File: src/rtl/stack_reverser.sv
// stack_reverser: client-side controller for a PushDownStack. Accepts a framed
// valid/ready byte stream, pushes each beat, and on end of frame pops the stack
// back out so each frame leaves in reverse order.
//
// Optional feature macro: STACK_REV_FLUSH_EN adds a `flush` input and a DISCARD
// state that empties the stack without emitting any beat.
//
// Ports:
//   Clk, Rst                   clock, async active-low reset (shared with stack)
//   in_data/in_valid/in_last   upstream beat, in_ready back-pressure
//   out_data/out_valid/out_last reversed beat (registered), out_ready accept
//   stk_en/stk_pushpop/stk_wdata  stack controls (pushpop 0 = push, 1 = pop)
//   stk_rdata/stk_empty/stk_full  stack status; rdata valid the cycle after a pop
//   overflow                   sticky: a frame was force-ended by a full stack
//   flush (macro only)         discard the frame in flight
module stack_reverser #(
  parameter int DATA_W = 8,
  parameter int DEPTH  = 128,
  parameter int CNT_W  = 8
) (
  input  logic              Clk,
  input  logic              Rst,
`ifdef STACK_REV_FLUSH_EN
  input  logic              flush,
`endif
  input  logic [DATA_W-1:0] in_data,
  input  logic              in_valid,
  input  logic              in_last,
  output logic              in_ready,
  output logic [DATA_W-1:0] out_data,
  output logic              out_valid,
  output logic              out_last,
  input  logic              out_ready,
  output logic              stk_en,
  output logic              stk_pushpop,
  output logic [DATA_W-1:0] stk_wdata,
  input  logic [DATA_W-1:0] stk_rdata,
  input  logic              stk_empty,
  input  logic              stk_full,
  output logic              overflow
);

  typedef enum logic [2:0] {
    FILL,
    POP,
    CAPT,
    OUT
`ifdef STACK_REV_FLUSH_EN
    , DISCARD
`endif
  } state_t;

  localparam logic [CNT_W-1:0] CNT_MAX = CNT_W'(DEPTH);

  state_t           state;
  logic [CNT_W-1:0] count;
  logic             accept;
  logic             flush_req;

`ifdef STACK_REV_FLUSH_EN
  assign flush_req = flush;
`else
  assign flush_req = 1'b0;
`endif

  // A flush request in FILL wins over a push so the discarded frame cannot grow.
  assign in_ready = (state == FILL) && !stk_full && !flush_req;
  assign accept   = in_valid && in_ready;

  // Pushes are combinational on accept; pops are driven from POP (and DISCARD).
  // Never issue a pop to an empty stack, even if count and the stack disagree.
  always_comb begin
    stk_en = accept || ((state == POP) && !stk_empty);
`ifdef STACK_REV_FLUSH_EN
    if ((state == DISCARD) && (count != '0) && !stk_empty) stk_en = 1'b1;
`endif
  end
  assign stk_pushpop = (state != FILL);
  assign stk_wdata   = in_data;

  always_ff @(posedge Clk or negedge Rst) begin
    if (!Rst) begin
      state     <= FILL;
      count     <= '0;
      out_data  <= '0;
      out_valid <= 1'b0;
      out_last  <= 1'b0;
      overflow  <= 1'b0;
    end else begin
      case (state)
        FILL: begin
          if (flush_req) begin
`ifdef STACK_REV_FLUSH_EN
            state <= DISCARD;
`endif
          end else if (accept) begin
            if (count != CNT_MAX) count <= count + 1'b1;
            if (in_last) state <= POP;
          end else if (stk_full && in_valid) begin
            // Stack is full with a beat waiting: close the frame here. The
            // waiting beat stays on the input and starts the next frame.
            overflow <= 1'b1;
            state    <= POP;
          end
        end
        POP: begin
          // The pop already hit the stack this cycle, so count follows it
          // even if a flush diverts the FSM.
          if (count != '0) count <= count - 1'b1;
          state <= CAPT;
`ifdef STACK_REV_FLUSH_EN
          if (flush_req) state <= DISCARD;
`endif
        end
        CAPT: begin
          if (flush_req) begin
`ifdef STACK_REV_FLUSH_EN
            state <= DISCARD;
`endif
          end else begin
            out_data  <= stk_rdata;
            out_valid <= 1'b1;
            // count was decremented in POP, so zero marks the first-in beat.
            out_last  <= (count == '0);
            state     <= OUT;
          end
        end
        OUT: begin
          if (flush_req) begin
            out_valid <= 1'b0;
`ifdef STACK_REV_FLUSH_EN
            state     <= DISCARD;
`endif
          end else if (out_ready) begin
            out_valid <= 1'b0;
            state     <= (count != '0) ? POP : FILL;
          end
        end
`ifdef STACK_REV_FLUSH_EN
        DISCARD: begin
          out_valid <= 1'b0;
          if (count != '0) count <= count - 1'b1;
          else             state <= FILL;
        end
`endif
        default: state <= FILL;
      endcase
    end
  end

endmodule

File: config.mk
export PLATFORM = sky130hd
export DESIGN_NAME = stack_reverser
export DESIGN_NICKNAME = d
export VERILOG_FILES = /design/src/rtl/stack_reverser.sv
export SDC_FILE = /design/constraint.sdc
export NUM_CORES = 1
export LEC_CHECK = 0
export BUFFER_PORTS_ARGS = -buffer_cell sky130_fd_sc_hd__buf_2
export CAP_MARGIN = 20
export CORE_MARGIN = 2
export CORE_UTILIZATION = 50
export DETAILED_ROUTE_END_ITERATION = 10
export GPL_TIMING_DRIVEN = 0
export PLACE_DENSITY = 0.78
export SKIP_CTS_REPAIR_TIMING = 1
export SLEW_MARGIN = 20
export SYNTH_ARGS = -nofsm -noshare
export SYNTH_HDL_FRONTEND = slang
export SYNTH_SLANG_ARGS = --single-unit
File: constraint.sdc
create_clock -name Clk -period 2.79 [get_ports Clk]
set_input_delay 0.4185 -clock Clk [delete_from_list [all_inputs] [get_ports Clk]]
set_output_delay 0.4185 -clock Clk [all_outputs]
set_load 0.005 [all_outputs]
---- Word level (Yosys, flattened, before mapping) ----
Index checks and enable logic that the tools add are counted.
word-level totals
  register bits after elaboration ......... 22
  output and inout port bits .............. 22
  logic and storage cells ................. 48
operators by class
  add/subtract/negate cells ............... 2
  equal/unequal tests ..................... 10
  mux-type cells .......................... 12
  bitwise gates (word level) .............. 1
  reductions and logical operators ........ 17
operators with widths
  cell                                                                 count
  8-bit 2-to-1 mux                                                     3
  8-bit one-hot mux with 2 select lines                                1
  3-bit 2-to-1 mux                                                     4
  3-bit one-hot mux with 4 select lines                                1
  8-bit by 1-bit adder with 8-bit output (second input constant)       1
  8-bit logical NOT                                                    1
  8-bit != test (second input constant)                                1
  8-bit nonzero test                                                   1
  8-bit by 1-bit subtractor with 8-bit output (second input constant)  1
  3-bit by 2-bit == test with 1-bit output (second input constant)     2
  3-bit AND reduction                                                  2
  1-bit logical AND                                                    4
  2-bit by 1-bit != test with 1-bit output (second input constant)     2
  2-bit != test (second input constant)                                2
  4-bit AND reduction                                                  1
  2-bit nonzero test                                                   2
  3-bit by 1-bit == test with 1-bit output (second input constant)     1
  3-bit logical NOT                                                    1
  3-bit by 2-bit != test with 1-bit output (second input constant)     1
  3-bit != test (second input constant)                                1
  3-bit nonzero test                                                   1
  1-bit logical NOT                                                    2
  1-bit 2-to-1 mux                                                     2
  1-bit one-hot mux with 2 select lines                                1
  3 further kinds                                                      3

---- Logic depth before layout (Yosys ltp) ----
Gate-level depths: netlist of the first run.
  depth in word-level cells ............... 5
  gate-level depth with buffers ........... 10

---- Worst setup path before layout of the first run ----
No wires, ideal clock.
  kind .................................... register to register
  start point ............................. register state[1]
  end point ............................... register count[4]
  data arrival time ....................... 2156 ps
  setup slack ............................. 511 ps
  cell stages (with the launch flop) ...... 11
  buffers on the path ..................... 1
  period minus slack after synthesis ...... 2279 ps
  path through ............................ dfrtp_1 inv_1 ha_1 clkbuf_1 xor2_1 ha_1 and3b_1 o21ai_0 a21oi_1 a211o_2 xnor2_1
on the way
  longest elaborated chain between the ends .. 5
RTL lines
  what                                  RTL line  text
  from (decl)                           55        state_t state;
  from (signal assigned)                136       state <= (count != '0) ? POP : FILL;
  3-bit logical NOT                     67, 90
  1-bit logical AND                     67        assign in_ready = (state == FILL) && !stk_full && !flush_req;
  1-bit logical AND                     68        assign accept = in_valid && in_ready;
  2-bit != test (no source line)        --
  4-bit AND reduction (no source line)  --
  to (signal assigned)                  97        if (count != CNT_MAX) count <= count + 1'b1;
  to (signal assigned)                  109       if (count != '0) count <= count - 1'b1;
  to (decl)                             56        logic [CNT_W-1:0] count;
Several ways; a longest one is shown, not always the timed one.
A chain may end at the register's enable or synchronous reset.

---- Worst setup path in the final report of the first run ----
  start point ............................. register state[1]
  end point ............................... register count[6]
The elaborated chain is that of the path after synthesis.

==> results, run 1 <==
- The run finished with clean final reports.
- The initial antenna violation count is 0.
- The number of synthesized register bits is 21.
- In this run the vertical extent of the chip is 55.7 um.
- The worst voltage drop across the vdd grid is 0.720 mV.
- For the worst setup path, the data required time is 3.03 ns.
- The number of sinks driven by the clock tree is 21.
- The total CTS buffers is 3.
- The total area inside the core boundary comes to 0.00250 sq mm.
- For the final routed database, the setup TNS stands at 0 ns.
- The critical path is of the reg -> reg type.
- The power density over cell area is 1130 mW/mm^2.
- In the post-synthesis netlist, the cell with the most instances is sky130_fd_sc_hd__dfrtp_1.
- The total routing resource utilization after global routing is 0.193.
- In this run the worst path has a maximum fanout of 10.
- The first detailed-routing pass took 4 iterations.
- Static timing analysis puts the maximum clock frequency at 409 MHz.
- The utilization after layout is 0.635.
- The number of violations reported at the end of detailed-routing iteration 0 is 10.
- The die width is 55.7 um.
- Of the available clock period, the critical path in the final layout requires 0.875.
- Yosys printed 0 warnings.
- After detailed routing, the average wire length per cell comes to 13.3 um.
- Of the total power, the share spent switching nets is 0.429.
- The final design area excluding fillers is 0.00159 sq mm.
- The post-placement cell area is 0.00156 sq mm.
- Summed over all instances, the cell type with the most area after synthesis is sky130_fd_sc_hd__dfrtp_1.
- No sink is reached through more buffers than the 2 on the longest clock path.
- The worst hold margin is 0.0303 ns.
- The count of endpoints failing hold in the final timing report is 0.
- The kind of path behind the tightest hold check is in -> async.
- For this design the static power due to leakage is 0.761 nW.
- After detailed routing, the number of remaining DRC violations is 0.
- The initial core utilization is 0.536.
- On the critical path, the stage with the largest delay is an instance of sky130_fd_sc_hd__dfrtp_1.
- Of the total power, combinational logic draws 0.595.
- The largest net degree at the start of global routing is 22.
- Data on the critical path arrives at its endpoint at 2.68 ns.
- The via count of the first global-routing pass is 1165.
- Buffers placed on the I/O ports in this run total 36.
- The element type at the critical path end is a flop.
- The share of synthesized area in the top cell type comes to 0.393.
- At the end of routability-driven placement, the weighted congestion stood at 0.790.
- The overall power of the completed layout is 0.00180 W.
- Counting cells, the worst reg-to-reg path comes to 10.
- The net switching component of the power is 0.000772 W.
- The first global-routing pass estimated 4800 um of wire.
- The tool flagged a number of max-cap violations equal to 0.
- The buffer cell driving the clock tree root is sky130_fd_sc_hd__clkbuf_4.
- The share of total power dissipated in sequential elements is 0.318.
- The number of nets in the synthesized netlist is 162.
- The count of final max-slew check failures came to 0.
- Averaged over all synthesized cells, the footprint is 10.1 sq um.
- The die area is 0.00311 sq mm.
- After floorplanning, the core was divided into 18 placement rows.
- The commonest cells after synthesis are sky130_fd_sc_hd__dfrtp_1 (21), sky130_fd_sc_hd__nor2_1 (11), sky130_fd_sc_hd__mux2_2 (10), sky130_fd_sc_hd__o21ai_0 (9), sky130_fd_sc_hd__buf_4 (8).
- The total global routing overflow is 0.
- The critical path goes through inv_1, ha_1, clkbuf_2, xor2_1, ha_1, and3b_1, o21ai_1, a21boi_0, nor4_1, xor2_1.
- The number of setup violations in the final report is 0.
- Of the cells placed in the final design, the portion with a size suffix greater than 1 is 0.393.
- After synthesis, the netlist uses 43 different library cells.
- The largest clock skew in the final design is 0.0120 ns.
- The final critical path time including I/O delays and setup is 2.44 ns.
- The remaining number of nets flagged by the antenna check after routing is 0.
- The post-synthesis sequential area ratio is 0.393.
- The internal power summed over all cells is 0.00103 W.
- The number of vias in the routed layout is 1108.
- The clock transition at the register clock pins on the worst setup and hold paths after CTS is 0.13 ns.
- TritonCTS built the clock tree.
- The area growth from synthesis to layout is 18.6%.
- The highest cell delay on the worst timing path is 0.41 ns.
- The vias per cell is 5.46.
- Detailed placement finished with a half-perimeter wire length of 2080 um.
- Of the total power, the clock network draws 0.087.
- Synthesis produced a netlist whose cell count is 133.
- The total I/O pin count is 45.
- The number of synthesized flops with an enable pin is 0.
- Setup repair after global routing left no endpoint under its margin.
- STA classifies the critical path startpoint as a flop.
- The share of flip-flops with an asynchronous set or reset after synthesis is 1.00.
- The synthesized netlist occupies a cell area of 0.00134 sq mm.
- The transition time at the pin with the least slew margin is 0.496 ns.
- For this run, the leading register cell type out of synthesis is sky130_fd_sc_hd__dfrtp_1.
- The detailed-route wire length is 2700 um.
- At the end of the flow, the number of nets in the layout was 203.
- After synthesis, the cell types taking the most area are sky130_fd_sc_hd__dfrtp_1 (39%), sky130_fd_sc_hd__mux2_2 (8.4%), sky130_fd_sc_hd__ha_1 (5.6%), sky130_fd_sc_hd__buf_4 (4.5%), sky130_fd_sc_hd__o21ai_0 (3.4%).
- The later pin in the worst-skew pair is clocked with a latency of 0.32 ns.
- The number of antenna cells inserted is 0.
- The worst-case headroom to the max-slew limit is 0.670.
- The H-tree depth reported by CTS is 1.
metal layers:
layer | global-route usage | up-vias | part of all wire
met4 | 0.0801 | 0 | 0.017
met1 | 0.215 | 522 | 0.42
met5 | 0 | - | 0
li1 | - | 536 | -
met3 | 0.0581 | 6 | 0.060
met2 | 0.338 | 44 | 0.50
power by group through the flow:
stage | combinational (W) | clock (W) | sequential [W]
6_report | 0.00107 | 0.000157 | 0.000573
5_1_grt | 0.00120 | 0.000172 | 0.000596
4_1_cts | 0.00107 | 0.000161 | 0.000572
3_5_place_dp | 0.00106 | 0 | 0.000575
3_3_place_gp | 0.00102 | 0 | 0.000565
2_1_floorplan | 0.000795 | 0 | 0.000561
cells by family (layout without fill, tap and decap cells):
family / Yosys count / after routing / share of synthesized area
flops: 21 / 21 / 0.393
fa+ha+maj: 6 / 6 / 0.0561
buf+inv: 22 / 62 / 0.0972
compound gates: 29 / 29 / 0.141
simple gates: 35 / 35 / 0.163
mux: 11 / 11 / 0.0916
xor+xnor: 9 / 9 / 0.0589
worst max-delay path, delay by kind of cell (launching register included):
kind / cells / cell delay [ns]
flip-flops: 1 / 0.41
XOR/XNOR: 2 / 0.39
buffers and inverters: 2 / 0.30
AND/OR/NAND/NOR: 2 / 0.49
AO/OA/AOI/OAI: 2 / 0.31
adder cells (fa/ha/maj): 2 / 0.47
final cells by class:
type | instances | area, sq um
clock inverters | 1 | 7.51
multi-input cells | 90 | 683
plain buffers | 16 | 109
flip-flops and latches | 21 | 526
well taps | 30 | 37.5
repair buffers | 36 | 180
inverters | 6 | 22.5
clock buffers | 3 | 22.5
fillers | 220 | 912
cells in the final DEF (no fill, tap or decap), types with 3 or more instances in the layout:
master and n:
sky130_fd_sc_hd__mux2_2 10, sky130_fd_sc_hd__buf_4 8, sky130_fd_sc_hd__xor2_1 5, sky130_fd_sc_hd__a21oi_1 6, sky130_fd_sc_hd__inv_1 6, sky130_fd_sc_hd__dfrtp_1 21, sky130_fd_sc_hd__nor2_1 11, sky130_fd_sc_hd__clkbuf_1 3
sky130_fd_sc_hd__and3b_1 3, sky130_fd_sc_hd__ha_1 6, sky130_fd_sc_hd__nand2_1 3, sky130_fd_sc_hd__clkbuf_4 3, sky130_fd_sc_hd__buf_2 38, sky130_fd_sc_hd__xnor2_1 4, sky130_fd_sc_hd__o21ai_0 8
per-stage QoR:
stage	setup WS, ns	std cells
2_1_floorplan	0.512	133
5_1_grt	0.0518	203
6_report	0.348	203
3_5_place_dp	0.169	199
3_3_place_gp	0.241	199
4_1_cts	0.123	203
final timing paths:
check | from | end | slack (ns)
setup reg to reg | state[1] | count[6] | 0.35
max in group asynchronous | Rst | count[6] | 2.43
min in group Clk | out_ready | out_valid | 0.31
hold reg to reg | overflow | overflow | 0.49
hold / removal | Rst | state[0] | 0.03
setup / recovery | state[1] | count[6] | 0.35
registers in the layout, summed over array words and instances, names as in the netlist:
| name | count |
|---|---|
| overflow | 1 |
| state | 2 |
| count | 8 |
| out_data | 8 |
| out_last | 1 |
| out_valid | 1 |
No activity file was read; power rests on OpenSTA's default activity.
==> run 2: changes to the inputs <==
--- a/config.mk
+++ b/config.mk
@@ -5,13 +5,14 @@
 export SDC_FILE = /design/constraint.sdc
 export NUM_CORES = 1
 export LEC_CHECK = 0
+export ABC_AREA = 1
 export BUFFER_PORTS_ARGS = -buffer_cell sky130_fd_sc_hd__buf_2
 export CAP_MARGIN = 20
 export CORE_MARGIN = 2
-export CORE_UTILIZATION = 50
+export CORE_UTILIZATION = 51
 export DETAILED_ROUTE_END_ITERATION = 10
 export GPL_TIMING_DRIVEN = 0
-export PLACE_DENSITY = 0.78
+export PLACE_DENSITY = 0.79
 export SKIP_CTS_REPAIR_TIMING = 1
 export SLEW_MARGIN = 20
 export SYNTH_ARGS = -nofsm -noshare
==> run 2 against run 1 <==
Against the previous run:
- critical path depth decreased by 4
- worst hold slack improved by 0.0085 ns
- worst setup slack improved by 0.31 ns
- clock power decreased by 4%
- core utilization decreased by 1.2 points
- highest routed layer unchanged
==> results, run 2 <==
- The compound-cell area share of the yosys netlist is 0.0755 (-0.0656).
- The number of synthesized flops with an enable pin is 0 (unchanged).
- The reg2reg setup slack is 0.73 ns (+0.38 ns).
- The worst register-to-register path ends at count[4].
- In this run the critical register-to-register path is launched from state[1].
- The net count of the mapped netlist came to 227 (+40%).
- The number of violations reported at the end of detailed-routing iteration 0 is 48 (+38).
- The remaining number of nets flagged by the antenna check after routing was 0 (unchanged).
- The length of the first detailed-routing pass in iterations came to 4 (unchanged).
- The insertion delay to the later sink of the worst-skew pair is 0.31 ns (about the same).
- The worst setup path is launched from a flop.
- The synthesized netlist cell count was 198 (+49%).
- The synthesized design spends more area on one cell type than any other, namely sky130_fd_sc_hd__dfrtp_1.
- The count of endpoints failing hold in the final timing report came to 0 (unchanged).
- Setup repair after global routing left no endpoint under its margin.
- The depth of the worst register-to-register path came to 14 (+4).
- The buffer cell driving the clock tree root is sky130_fd_sc_hd__clkbuf_4.
- The clock transition at the register clock pins on the worst setup and hold paths after CTS was 0.13 ns (about the same).
- The combined area of all synthesized cells is 0.00144 sq mm (+7.7%).
- The die width is 57.2 um (+2.5%).
- The final estimated routing congestion in global placement is 0.845 (+7.1%).
- The count of distinct cell types in the synthesized netlist came to 30 (-30%).
- The number of antenna cells inserted came to 0 (unchanged).
- The initial core utilization came to 0.532 (-0.00368).
- The wire length of the first global-routing pass was 4730 um (-1.6%).
- The average detailed-routed wire length per instance was 10.4 um (-22%).
- The ratio of final minimum period to clock period came to 0.765 (-0.110).
- The number of synthesized register bits is 21 (unchanged).
- The summed negative setup slack over all endpoints is 0 ns (unchanged).
- The arrival time of the worst setup path is 1.72 ns (-0.96 ns).
- The post-synthesis sequential area ratio was 0.365 (-0.0279).
- The element type at the critical path end is an output pin.
- The post-DP HPWL is 2200 um (+5.5%).
- The largest net degree at the start of global routing is 22 (unchanged).
- The total routing resource utilization after global routing is 0.180 (-0.0128).
- The number of synthesis warnings came to 0 (unchanged).
- The number of vias in the routed layout was 1304 (+18%).
- In the final layout, the registers with the most flip-flops are count x8, out_data x8, state x2.
- The share of flip-flops with an asynchronous set or reset after synthesis is 1.00 (unchanged).
- After synthesis, the cell types taking the most area are sky130_fd_sc_hd__dfrtp_1 (36%), sky130_fd_sc_hd__nand2_1 (20%), sky130_fd_sc_hd__inv_1 (5.7%), sky130_fd_sc_hd__ha_1 (5.2%), sky130_fd_sc_hd__nand3_1 (4.2%).
- The post-synthesis share of cell area spent on xor and xnor gates came to 0.0295 (-0.0294).
- The share of synthesized area spent on multiplexers is 0 (-0.0916).
- The total global routing overflow is 0 (unchanged).
- The vertical extent of the die was 57.2 um (+2.5%).
- Leaving out fill and tap cells, the most frequent cell in the layout is sky130_fd_sc_hd__nand2_1.
- The worst hold margin is 0.0389 ns (+0.00854 ns).
- The total I/O pin count is 45 (unchanged).
- The area share of the leading cell type in the synthesized netlist is 0.365 (-0.0279).
- The simple-gate area share of the yosys netlist is 0.361 (+0.198).
- In the synthesized netlist, the cells that appear most often are sky130_fd_sc_hd__nand2_1 (78), sky130_fd_sc_hd__inv_1 (22), sky130_fd_sc_hd__dfrtp_1 (21), sky130_fd_sc_hd__nand3_1 (12), sky130_fd_sc_hd__nor2_1 (12).
- The fraction of layout cells with a size suffix above 1 is 0.273 (-0.120).
- The H-tree depth reported by CTS is 1 (unchanged).
- The number of setup violations in the final report is 0 (unchanged).
- The post-placement cell area is 0.00166 sq mm (+6.7%).
- The count of final max-slew check failures is 0 (unchanged).
- The mean instance size in the synthesized netlist is 7.28 sq um (-28%).
- The vias per cell was 4.85 (-11%).
- The final critical path time including I/O delays and setup came to 2.13 ns (-0.308 ns).
- The placed instance count is 265 (+33%).
- The path class of the tightest hold or removal check is in -> async.
- Among all flip-flop cells after synthesis, the most frequent one is sky130_fd_sc_hd__dfrtp_1.
- In the layout the commonest cells are sky130_fd_sc_hd__nand2_1 (78), sky130_fd_sc_hd__buf_2 (36), sky130_fd_sc_hd__inv_1 (22), sky130_fd_sc_hd__dfrtp_1 (21).
- The worst voltage drop across the vdd grid is 0.747 mV (+3.8%).
- The worst-case headroom to the max-slew limit is 0.690 (+0.0209).
- The clock tree buffer depth is 2 (unchanged).
- TritonCTS built the clock tree.
- The standard-cell row count is 19 (+1).
- The layout net count was 268 (+32%).
- The required time at the endpoint of the critical path is 2.37 ns (-0.66 ns).
- The worst setup path category is reg -> out.
- The run finished with clean final reports.
- The reported leakage power came to 0.986 nW (+30%).
- The largest clock skew in the final design is 0.00692 ns (-0.00506 ns).
- The number of DRC violations after detailed routing is 0 (unchanged).
- The detailed-route wire length was 2800 um (+3.6%).
- The max-capacitance violation count came to 0 (unchanged).
- The die area is 0.00327 sq mm (+5.1%).
- The via count of the first global-routing pass is 1113 (-4.5%).
- The total CTS buffers is 3 (unchanged).
- The power density over cell area is 1170 mW/mm^2 (+3.3%).
- The number of cells in the finished layout apart from fillers came to 269 (+33%).
- The transition time at the pin with the least slew margin is 0.464 ns (-0.0314 ns).
- The initial antenna violation count was 0 (unchanged).
- The number of sinks driven by the clock tree is 21 (unchanged).
- The count of buffers inserted at the top-level ports was 36 (unchanged).
- The main combinational cell family by area after synthesis is simple AND/OR/NAND/NOR gates.
- The number of inserted filler cells in the final layout is 274 (+25%).
- The critical-path maximum fanout was 6 (-4).
- The achievable frequency is 469 MHz (+14%).
- The final design area excluding fillers is 0.00169 sq mm (+6.3%).
- The area growth from synthesis to layout is 17.1%.
- The adder-cell share of the synthesized area came to 0.0521 (-0.00399).
- By instance count, the leading cell after synthesis is sky130_fd_sc_hd__nand2_1.
- The placeable core area is 0.00271 sq mm (+8.4%).
-- run 2: cell count changes after synthesis, moves of 3 or more --
cell	before	now
sky130_fd_sc_hd__nor2_2	0	3
sky130_fd_sc_hd__and3b_1	3	0
sky130_fd_sc_hd__inv_1	6	22
sky130_fd_sc_hd__nand3_1	1	12
sky130_fd_sc_hd__nand2_1	3	78
sky130_fd_sc_hd__o21ai_0	9	3
sky130_fd_sc_hd__xnor2_1	4	1
sky130_fd_sc_hd__xor2_1	5	2
sky130_fd_sc_hd__o21ai_1	0	3
sky130_fd_sc_hd__mux2_2	10	0
-- run 2: cells by family (layout without fill, tap and decap cells) --
kind of cell / after synthesis / count (layout)
compound gates: 17 / 17
xor+xnor: 4 / 4
flops: 21 / 21
simple gates: 115 / 115
fa+ha+maj: 6 / 6
buf+inv: 35 / 75
-- run 2: worst max path at each step --
stage,start,to,cells past startpoint
floorplan,state[1],count[4],14
global placement,state[1],count[6],12
detailed placement,state[1],count[4],14
CTS,state[0],stk_en,6
global route,state[1],count[4],14
finish,state[0],stk_en,6
-- run 2: where the power goes --
| group | leakage (nW) | switching, W | internal, W |
|---|---|---|---|
| Combinational | 0.714 | 0.000737 | 0.000499 |
| Sequential | 0.255 | 0.000130 | 0.000460 |
| Clock | 0.0177 | 0.0000977 | 0.0000535 |
| Total | 0.986 | 0.000964 | 0.00101 |
-- run 2: area by class of cell --
| cell class | count | area, sq um | share of cell area |
|---|---|---|---|
| repair buffers | 36 | 180 | 0.107 |
| inverters | 24 | 90.1 | 0.0534 |
| multi-input cells | 142 | 747 | 0.443 |
| flip-flops and latches | 21 | 526 | 0.311 |
| clock buffers | 3 | 22.5 | 0.0133 |
| well taps | 31 | 38.8 | 0.0230 |
| plain buffers | 11 | 78.8 | 0.0467 |
| clock inverters | 1 | 5.00 | 0.00297 |
-- run 2: critical path, cell delays in order (launching register included) --
cell and delay (ns):
sky130_fd_sc_hd__dfrtp_1 0.43, sky130_fd_sc_hd__inv_1 0.12, sky130_fd_sc_hd__ha_1 0.30, sky130_fd_sc_hd__inv_2 0.12, sky130_fd_sc_hd__nor3_4 0.19, sky130_fd_sc_hd__o21bai_1 0.13
sky130_fd_sc_hd__buf_2 0.12
-- run 2: metal layers --
metal	part of all wire	track usage	vias up
met5	0	0	-
met4	0.0068	0.0498	0
met3	0.040	0.0204	2
met2	0.49	0.297	39
met1	0.46	0.251	577
li1	-	-	686
-- run 2: metrics by stage --
stage / utilization / setup slack [ns] / total power, W
2_1_floorplan: - / 0.955 / 0.00153
3_3_place_gp: 0.613 / 0.804 / 0.00180
3_5_place_dp: 0.613 / 0.730 / 0.00184
4_1_cts: 0.623 / 0.626 / 0.00200
5_1_grt: 0.623 / 0.495 / 0.00221
6_report: 0.623 / 0.656 / 0.00198
==> run 3: changes to the inputs <==
==> constraint.sdc (replaced) <==
create_clock -name Clk -period 2.2 [get_ports Clk]
set_input_delay 0.33 -clock Clk [delete_from_list [all_inputs] [get_ports Clk]]
set_output_delay 0.33 -clock Clk [all_outputs]
set_load 0.005 [all_outputs]
==> run 3 against run 2 <==
Against the previous run:
- global-route usage stayed put
- first-iteration DRC count down 19%
- non-clock buffer count grew 1
- worst setup slack lost 0.50 ns
- critical path depth unchanged
- via count grew 0.92%
- combinational power grew 27%
- design area is 0.82% higher
- power rose by 27%
- routed wire length grew 0.32%
- sequential cell count did not move
- critical path type unchanged
- critical endpoint unchanged
- largest power group unchanged
==> results, run 3 (synthesized netlist as in run 2, its figures left out) <==
- The transition time at the pin with the least slew margin is 0.469 ns (+0.00424 ns).
- The reg2reg setup slack is 0.20 ns (-0.53 ns).
- The number of antenna cells inserted is 0 (unchanged).
- The met2 wirelength from detailed routing is 1390 um (+0.43%).
- The min-delay analysis places its worst path in the category in -> reg.
- The initial antenna violation count was 0 (unchanged).
- The max-capacitance violation count was 0 (unchanged).
- The wire length on met1 is 1280 um (-0.23%).
- The number of vias in the routed layout was 1316 (+0.92%).
- The count of endpoints failing hold in the final timing report is 0 (unchanged).
- The reported leakage power is 0.991 nW (+0.47%).
- In this run the worst setup path begins at state[0].
- The top cell types in the final layout, fill and taps aside, are sky130_fd_sc_hd__nand2_1 (78), sky130_fd_sc_hd__buf_2 (36), sky130_fd_sc_hd__inv_1 (22), sky130_fd_sc_hd__dfrtp_1 (21).
- Setup repair after global routing left no endpoint under its margin.
- Of the available clock period, the critical path in the final layout requires 0.930.
- The reg-to-reg critical path startpoint is state[1].
- The remaining number of nets flagged by the antenna check after routing is 0 (unchanged).
- The worst setup path is captured at an output pin.
- The number of setup violations in the final report is 0 (unchanged).
- The wire length of the first global-routing pass is 4730 um (unchanged).
- The number of sinks driven by the clock tree was 21 (unchanged).
- The power density over cell area is 1480 mW/mm^2 (+26%).
- The pre-CTS setup slack is 0.140 ns (-0.590 ns).
- The worst setup path category is reg -> out.
- The post-DP HPWL is 2200 um (unchanged).
- The H-tree depth reported by CTS came to 1 (unchanged).
- The total routing resource utilization after global routing is 0.180 (unchanged).
- The tree is rooted in a sky130_fd_sc_hd__clkbuf_4.
- The flow ran to the end, and the final reports show no timing, DRC or antenna violations.
- The count of buffers inserted at the top-level ports is 36 (unchanged).
- STA classifies the critical path startpoint as a flop.
- The arrival time of the worst setup path came to 1.72 ns (about the same).
- The length of the first detailed-routing pass in iterations is 4 (unchanged).
- The highest cell delay on the worst timing path is 0.43 ns (about the same).
- The number of DRC violations after detailed routing came to 0 (unchanged).
- Based on the critical path, the design can be clocked at up to 489 MHz.
- The final critical-path setup slack was 0.154 ns (-0.502 ns).
- The standard-cell row count came to 19 (unchanged).
- The required time at the endpoint of the critical path came to 1.87 ns (-0.50 ns).
- The placed instance count is 265 (unchanged).
- The layout net count is 269 (+0.37%).
- The largest clock skew in the final design is 0.00739 ns (+0.000468 ns).
- The largest net degree at the start of global routing is 22 (unchanged).
- The average detailed-routed wire length per instance is 10.4 um (about the same).
- The die area is 0.00327 sq mm (unchanged).
- The number of violations reported at the end of detailed-routing iteration 0 is 39 (-19%).
- The critical-path maximum fanout was 6 (unchanged).
- The vertical extent of the die is 57.2 um (unchanged).
- The buffers plus inverters on the worst setup path is 3 (unchanged).
- The kind of cell with the highest combined delay along the critical path is flip-flops.
- The signal on the critical path passes through inv_1, ha_1, inv_2, nor3_4, o21bai_1, buf_2.
- The most frequent standard cell in the layout excluding fill and tap cells is sky130_fd_sc_hd__nand2_1.
- The total I/O pin count came to 45 (unchanged).
- The worst voltage drop across the vdd grid is 0.958 mV (+28%).
- The via count of the first global-routing pass was 1113 (unchanged).
- The detailed-routed wire length on met3 is 119 um (+5.3%).
- The detailed-route wire length came to 2810 um (+0.32%).
- The placeable core area was 0.00271 sq mm (unchanged).
- The number of cells in the finished layout apart from fillers came to 270 (+0.37%).
- The TritonCTS clock tree is built.
- The vias per cell is 4.87 (+0.55%).
- The summed negative setup slack over all endpoints is 0 ns (unchanged).
- Among all stages on the critical path, the largest delay is contributed by sky130_fd_sc_hd__dfrtp_1.
- The routed design could run at a clock period as short as 2.05 ns.
- The die width is 57.2 um (unchanged).
- The largest registers in the layout are count x8, out_data x8, state x2.
- The worst-case headroom to the max-slew limit is 0.688 (-0.00283).
- The startpoint of the tightest hold check path is stk_rdata[4].
- The insertion delay to the later sink of the worst-skew pair is 0.31 ns (about the same).
- In this run the top signal layer used is met4.
- The fraction of layout cells with a size suffix above 1 was 0.276 (+0.00304).
- The clock transition at the register clock pins on the worst setup and hold paths after CTS is 0.13 ns (about the same).
- The total CTS buffers is 3 (unchanged).
- The area growth from synthesis to layout is 18.1%.
- The initial core utilization is 0.532 (unchanged).
- The number of inserted filler cells in the final layout is 272 (-0.73%).
- The final estimated routing congestion in global placement is 0.845 (unchanged).
- The total global routing overflow was 0 (unchanged).
- The clock tree buffer depth is 2 (unchanged).
- The count of final max-slew check failures was 0 (unchanged).
==> run 3: layer usage <==
metal  vias to the layer above  global-route usage
met4                         0              0.0498
met5                         -                   0
met2                        41               0.297
met3                         2              0.0204
met1                       583               0.251
li1                        690                   -
==> run 3: area by class of cell <==
type	instances	area, sq um	area share
Timing Repair Buffer	37	190	0.112
Inverter	24	90.1	0.0529
Sequential cell	21	526	0.309
Tap cell	31	38.8	0.0228
Buffer	11	78.8	0.0463
Clock buffer	3	22.5	0.0132
Clock inverter	1	5.00	0.00294
Multi-Input combinational cell	142	751	0.441
==> run 3: worst paths after layout <==
kind | end | cells past startpoint
min in group asynchronous | count[4] | 2
max | stk_en | 6
min | out_data[4] | 3
min reg2reg | overflow | 1
max reg2reg | count[4] | 14
max in group asynchronous | state[0] | 2
==> run 3: where the power goes <==
part / switching [W] / internal [W] / total (W)
combinational: 0.000938 / 0.000639 / 0.00158
sequential: 0.000166 / 0.000583 / 0.000749
clock: 0.000124 / 0.0000679 / 0.000192
total: 0.00123 / 0.00129 / 0.00252
==> run 3: worst min-delay path: stages <==
cell                      delay, ns
sky130_fd_sc_hd__buf_2         0.07
sky130_fd_sc_hd__nand2_1       0.04
sky130_fd_sc_hd__nand2_1       0.05
==> run 3: stage by stage <==
stage	hold WS (ns)	utilization	power (W)	cell area (sq um)
floorplan	0.0344	-	0.00194	1440
global placement	0.322	0.613	0.00229	1660
detailed placement	0.322	0.613	0.00233	1660
CTS	-0.0323	0.623	0.00253	1690
global route	0.201	0.628	0.00282	1700
finish	0.206	0.628	0.00252	1700
